File: config.mk
export PLATFORM = sky130hd
export DESIGN_NAME = jmod_arbiter_flat
export DESIGN_NICKNAME = d
export VERILOG_FILES = /design/src/rtl/jmod_arbiter_if.sv /design/src/rtl/jmod_arbiter.sv /design/src/flat_wrapper.sv
export SDC_FILE = /design/constraint.sdc
export NUM_CORES = 1
export LEC_CHECK = 0
export ABC_AREA = 1
export CORE_ASPECT_RATIO = 1.1
export CORE_MARGIN = 2
export CORE_UTILIZATION = 49
export DETAILED_ROUTE_END_ITERATION = 8
export PLACE_DENSITY = 0.78
export SLEW_MARGIN = 10
export SYNTH_ARGS = -nofsm -noshare
export SYNTH_HDL_FRONTEND = slang
export SYNTH_SLANG_ARGS = --single-unit
File: constraint.sdc
create_clock -name clock -period 2.9 [get_ports clock]
set_input_delay 0.29 -clock clock [delete_from_list [all_inputs] [get_ports clock]]
set_output_delay 0.29 -clock clock [all_outputs]
set_load 0.03 [all_outputs]
File: src/rtl/jmod_arbiter_if.sv
// Requester-side bus of the shared j mod t engine: request/operand inputs
// plus grant, done and result return path.
interface jmod_arbiter_if #(
   parameter int unsigned N_REQ = 4,
   parameter int unsigned W     = 5,
   parameter int unsigned ID_W  = 2
);
   logic [N_REQ-1:0]   req;
   logic [N_REQ*W-1:0] j_in;
   logic [N_REQ*W-1:0] t_in;
   logic [N_REQ-1:0]   grant;
   logic               busy;
   logic               done;
   logic [ID_W-1:0]    done_id;
   logic [W-1:0]       result;
   logic               err;

   modport master (
      output req, j_in, t_in,
      input  grant, busy, done, done_id, result, err
   );

   modport slave (
      input  req, j_in, t_in,
      output grant, busy, done, done_id, result, err
   );
endinterface

File: src/rtl/jmod_arbiter.sv
// Round-robin arbiter in front of one iterative modular-reduction engine
// (result = j mod t by repeated subtraction), shared by the twiddle-index
// requesters of the 8-point NTT twiddle generator.
module jmod_arbiter #(
   parameter int unsigned N_REQ = 4,
   parameter int unsigned W     = 5,
   parameter int unsigned ID_W  = 2
) (
   input  logic          clock,
   input  logic          reset,
   jmod_arbiter_if.slave io
);

   typedef enum logic [1:0] {
      IDLE = 2'd0,
      SUB  = 2'd1,
      DONE = 2'd2
   } state_t;

   state_t            state,     state_n;
   logic [W-1:0]      acc,       acc_n;
   logic [W-1:0]      tr,        tr_n;
   logic [ID_W-1:0]   cur_id,    cur_id_n;
   logic [ID_W-1:0]   ptr,       ptr_n;
   logic [N_REQ-1:0]  grant_q,   grant_n;
   logic              done_q,    done_n;
   logic [ID_W-1:0]   done_id_q, done_id_n;
   logic [W-1:0]      result_q,  result_n;
   logic              err_q,     err_n;

   logic              found;
   logic [ID_W-1:0]   pick_id;
   logic [ID_W-1:0]   idx;
   logic [W-1:0]      j_sel;
   logic [W-1:0]      t_sel;

   // Rotating priority search: first set req bit starting at ptr, wrapping mod N_REQ.
   always_comb begin
      found   = 1'b0;
      pick_id = '0;
      idx     = '0;
      for (int unsigned k = 0; k < N_REQ; k++) begin
         idx = ID_W'((32'(ptr) + k) % N_REQ);
         if (!found && io.req[idx]) begin
            found   = 1'b1;
            pick_id = idx;
         end
      end
      j_sel = io.j_in[32'(pick_id) * W +: W];
      t_sel = io.t_in[32'(pick_id) * W +: W];
   end

   // Next-state and next-output logic for arbitration and the subtract loop.
   always_comb begin
      state_n   = state;
      acc_n     = acc;
      tr_n      = tr;
      cur_id_n  = cur_id;
      ptr_n     = ptr;
      grant_n   = '0;
      done_n    = done_q;
      done_id_n = done_id_q;
      result_n  = result_q;
      err_n     = err_q;
      unique case (state)
         IDLE: begin
            if (found) begin
               grant_n  = N_REQ'(1) << pick_id;
               acc_n    = j_sel;
               tr_n     = t_sel;
               cur_id_n = pick_id;
               ptr_n    = ID_W'((32'(pick_id) + 1) % N_REQ);
               err_n    = 1'b0;
               if (t_sel == '0) begin
                  // Zero modulus short-circuits: report j unchanged with err.
                  state_n   = DONE;
                  done_n    = 1'b1;
                  result_n  = j_sel;
                  err_n     = 1'b1;
                  done_id_n = pick_id;
               end else begin
                  state_n = SUB;
               end
            end
         end
         SUB: begin
            if (acc >= tr) begin
               acc_n = acc - tr;
            end else begin
               result_n  = acc;
               done_id_n = cur_id;
               done_n    = 1'b1;
               state_n   = DONE;
            end
         end
         DONE: begin
            done_n  = 1'b0;
            state_n = IDLE;
         end
         default: begin
            state_n = IDLE;
         end
      endcase
   end

   // State and registered-output update; synchronous reset drops any in-flight request.
   always_ff @(posedge clock) begin
      if (reset) begin
         state     <= IDLE;
         acc       <= '0;
         tr        <= '0;
         cur_id    <= '0;
         ptr       <= '0;
         grant_q   <= '0;
         done_q    <= 1'b0;
         done_id_q <= '0;
         result_q  <= '0;
         err_q     <= 1'b0;
      end else begin
         state     <= state_n;
         acc       <= acc_n;
         tr        <= tr_n;
         cur_id    <= cur_id_n;
         ptr       <= ptr_n;
         grant_q   <= grant_n;
         done_q    <= done_n;
         done_id_q <= done_id_n;
         result_q  <= result_n;
         err_q     <= err_n;
      end
   end

   assign io.grant   = grant_q;
   assign io.busy    = (state != IDLE);
   assign io.done    = done_q;
   assign io.done_id = done_id_q;
   assign io.result  = result_q;
   assign io.err     = err_q;

endmodule

File: src/flat_wrapper.sv
// flat-port wrapper written by rule: the top's interface ports become plain ports
module jmod_arbiter_flat 
#(
   parameter int unsigned N_REQ = 4,
   parameter int unsigned W     = 5,
   parameter int unsigned ID_W  = 2
)
  (clock, reset, io_req, io_j_in, io_t_in, io_grant, io_busy, io_done, io_done_id, io_result, io_err);
  jmod_arbiter_if #(.N_REQ(N_REQ), .W(W), .ID_W(ID_W)) io_i ();
  input  logic clock;
  input  logic reset;
  input wire logic [$bits(io_i.req)-1:0] io_req;
  input wire logic [$bits(io_i.j_in)-1:0] io_j_in;
  input wire logic [$bits(io_i.t_in)-1:0] io_t_in;
  output wire logic [$bits(io_i.grant)-1:0] io_grant;
  output wire logic [$bits(io_i.busy)-1:0] io_busy;
  output wire logic [$bits(io_i.done)-1:0] io_done;
  output wire logic [$bits(io_i.done_id)-1:0] io_done_id;
  output wire logic [$bits(io_i.result)-1:0] io_result;
  output wire logic [$bits(io_i.err)-1:0] io_err;
  assign io_i.req = io_req;
  assign io_i.j_in = io_j_in;
  assign io_i.t_in = io_t_in;
  assign io_grant = io_i.grant;
  assign io_busy = io_i.busy;
  assign io_done = io_i.done;
  assign io_done_id = io_i.done_id;
  assign io_result = io_i.result;
  assign io_err = io_i.err;
  jmod_arbiter #(.N_REQ(N_REQ), .W(W), .ID_W(ID_W)) u_core (.clock(clock), .reset(reset), .io(io_i));
endmodule
==> impl_metrics.ini <==
[global_route]
antenna_found_initial = 0
grt_overflow = 0
grt_pass1_wl_um = 9240
grt_pass1_vias = 2153
grt_usage_pct = 23.9
grt_max_degree = 22

[cells_and_area]
layout-drive-gt1-share_pct = 14.8
nFillCells = 402
multi_input_area_um2 = 1380
antennaDiodeCount = 0
seq_area_um2 = 582
areaGrowthSynthToFinish_pct = 32.3
utilization_pct = 67.6
fin_nets = 449

[synthesis]
synth_area_leaders = dfxtp_1 (26%), nand2_1 (18%), inv_1 (6.1%), nand3_2 (5.0%), nor2_1 (4.6%)
synth_area_um2 = 2210
synth_compound_area_share_pct = 15.5
yosysMostFrequentCell = nand2_1
synth_seq_area_share_pct = 26.3
synth_edf_count = 0
yosysTopAreaCellShare_pct = 26.3
synthSimpleGateAreaFrac_pct = 41.8
synthTopCellsByCount = nand2_1 (108), inv_1 (36), dfxtp_1 (29)
synthXorXnorAreaFrac_pct = 0.794
synthesis.nets = 389
ys_warn_count = 0
synth_cell_types = 34
synth_top_family_by_area = simple AND/OR/NAND/NOR gates
synthAdderAreaFrac_pct = 3.74
synthCells = 337
ys_ff_latch = 29
yosysTopAreaCell = dfxtp_1
synth_mux_area_share_pct = 0.454
syn_area_per_cell_um2 = 6.55
synthArstFlopShare_pct = 0
ys.flop_type = dfxtp_1

[setup_path]
crit_family = simple AND/OR/NAND/NOR gates
ff2ff_path_depth = 18
reg2reg_slack_ns = 0.31
crit_slowest_cell = dfxtp_2
cp_data_arrival_time_ns = 2.77
cp_num_buf_inv = 3
cp-end-kind = flop
crit_path_max_fanout = 15
r2r-end = u_core.io.result[1]
crit_required_ns = 3.08
critical_path.cell_chain = inv_2, nand2_1, nand2_2, nand2_1, nand2_1, nor2_4, nand3_2, inv_2, nor2_2, nor2_4, nand3_1, nand2_1, nand3_4, o21bai_4, buf_12, nand3_1, nand2_1, nor2_1
path_common_cell = nand2_1
crit_path_start_kind = flop
path_class = reg -> reg
rr_startpoint = u_core.ptr[0]
cp_slowest_stage_delay_ns = 0.46

[floorplan]
die_width_um = 68.0
placementRows = 25
start_util_pct = 51.1
core_area_um2 = 4320
ios = 60
die_h_um = 74.4
dieArea_um2 = 5060

[timing]
fin_setup_tns_ns = 0
timing.fmax_ghz = 0.385
fin_crit_sh_pct = 89.5
maxSlewViolCount = 0
slew-limit-headroom_pct = 56.5
fin_crit_ns = 2.59
tightestPinTransition_ns = 0.652
clock_skew_ns = 0.00450
final-hold-violation-count = 0
setup_viol = 0
grt_setup_unrepaired = false

[run_status]
status = complete, no violations

[clocking]
clock_sinks = 29
h-tree-depth = 2
cts_root_buffer = clkbuf_8
cts.hold.buffers_added = 0
insertion_delay_ns = 0.28
clockBufferDepth = 2
clk_pin_slew_ns = 0.06
tritoncts = built
numCtsBuffers = 5

[route]
drtAntennaViolNets = 0
viasPerCell = 5.26
drc_errors = 0
firstDrtPassIters = 5
wl_per_cell_um = 12.7
drtIter0Drc = 141
num_vias = 2378
wl_um = 5760

[power_and_ir_drop]
p_int_mw = 1.80
power_leakage_nw = 1.39
pwr-share-seq_pct = 17.0
power_frac_clock_pct = 8.1
p_sw_mw = 2.10
p_per_area_nw_per_um2 = 1340
combPwrFrac_pct = 74.8
vdd_ir_drop_max_mv = 0.749
swShare_pct = 53.8

[place]
gp_congestion = 0.896
numPortBuffers = 59
hpwlAfterDp_um = 4330

[hold_path]
worst_hold_path_type = reg -> reg
min_from = u_core.cur_id[1]
worstHoldEndpoint = u_core.cur_id[1]
hold_depth = 2

[flow_run]
cap_viol_max_count = 0
-- area by class of cell --
| type | instances | share of cell area [%] |
|---|---|---|
| multi-input cells | 253 | 47.1 |
| repair buffers | 66 | 22.5 |
| flip-flops and latches | 29 | 19.9 |
| inverters | 42 | 5.40 |
| clock buffers | 8 | 2.74 |
| well taps | 54 | 2.31 |
-- power by group through the flow --
| stage | logic [mW] | registers (mW) | clock network (mW) |
|---|---|---|---|
| 2_1_floorplan | 2.19 | 0.748 | 0 |
| 3_3_place_gp | 2.84 | 0.668 | 0 |
| 3_5_place_dp | 2.90 | 0.668 | 0 |
| 4_1_cts | 2.92 | 0.663 | 0.326 |
| 5_1_grt | 3.25 | 0.681 | 0.344 |
| 6_report | 2.92 | 0.665 | 0.318 |
-- timing repair --
item | 4_1_cts | 5_1_grt
resized for setup | 0 | 1
buffers inserted | 0 | 0
setup endpoints to repair | 0 | 9
-- worst register-to-register path: stages, from the launching register on --
cell      delay, ns
dfxtp_2        0.46
inv_2          0.14
nand2_1        0.10
nand2_2        0.08
nand2_1        0.09
nand2_1        0.09
nor2_4         0.13
nand3_2        0.10
inv_2          0.08
nor2_2         0.04
nor2_4         0.30
nand3_1        0.12
nand2_1        0.15
nand3_4        0.10
o21bai_4       0.14
buf_12         0.16
nand3_1        0.08
nand2_1        0.07
nor2_1         0.05
-- worst max-delay path by stage --
stage	from	endpoint	slack, ns	cells after the start
2_1_floorplan	u_core.tr[2]	u_core.io.done_id[0]	0.74	15
3_3_place_gp	io_req[1]	u_core.io.result[1]	0.19	18
3_5_place_dp	io_req[1]	u_core.io.done_id[1]	0.16	18
4_1_cts	u_core.ptr[0]	u_core.io.done_id[1]	0.16	18
5_1_grt	u_core.ptr[0]	u_core.io.done_id[1]	0.11	18
6_report	u_core.ptr[0]	u_core.io.result[1]	0.31	18
-- layer usage --
layer  up-vias  GRT usage, %  routed length (um)
met3        11          4.39                 405
li1       1204             -                   -
met2        98          40.3                2560
met4         0          8.44                 108
met1      1065          30.3                2680
met5         -             0                   0
-- per-stage QoR --
stage               std cells  area (um2)  hold WS, ns  setup WS [ns]  power (mW)
floorplan                 337        2210        0.359          0.745        2.94
global placement          444        2840        0.467          0.191        3.51
detailed placement        444        2840        0.466          0.163        3.56
CTS                       452        2920        0.476          0.156        3.91
global route              452        2920        0.509          0.113        4.28
finish                    452        2920        0.473          0.305        3.91
-- registers in the layout, indices dropped and copies added, names as in the netlist --
| register | flops |
|---|---|
| u_core.state | 2 |
| u_core.io.done | 1 |
| u_core.io.result | 5 |
| u_core.io.done_id | 2 |
| u_core.tr | 5 |
| u_core.cur_id | 2 |
| u_core.ptr | 2 |
| u_core.io.err | 1 |
| u_core.acc | 5 |
| u_core.io.grant | 4 |
-- layout by cell type (no fill, tap or decap), types with 6 or more instances in the layout --
cell,Yosys,layout
nor2_1,27,27
a21oi_1,12,12
nand4_1,7,7
a21oi_2,7,7
clkdlybuf4s50_1,0,59
o211ai_1,7,7
dfxtp_1,29,28
nand2_1,108,108
nand2_2,11,11
o21ai_0,14,14
nand3_1,19,19
buf_4,3,6
inv_1,36,36
inv_2,6,6
nand3_2,11,11
-- cell families after synthesis --
kind of cell | Yosys count
XOR/XNOR | 2
buffers and inverters | 55
AO/OA/AOI/OAI | 51
AND/OR/NAND/NOR | 193
flip-flops | 29
adder cells (fa/ha/maj) | 6
multiplexers | 1
Power figures use the tool's default switching activity.
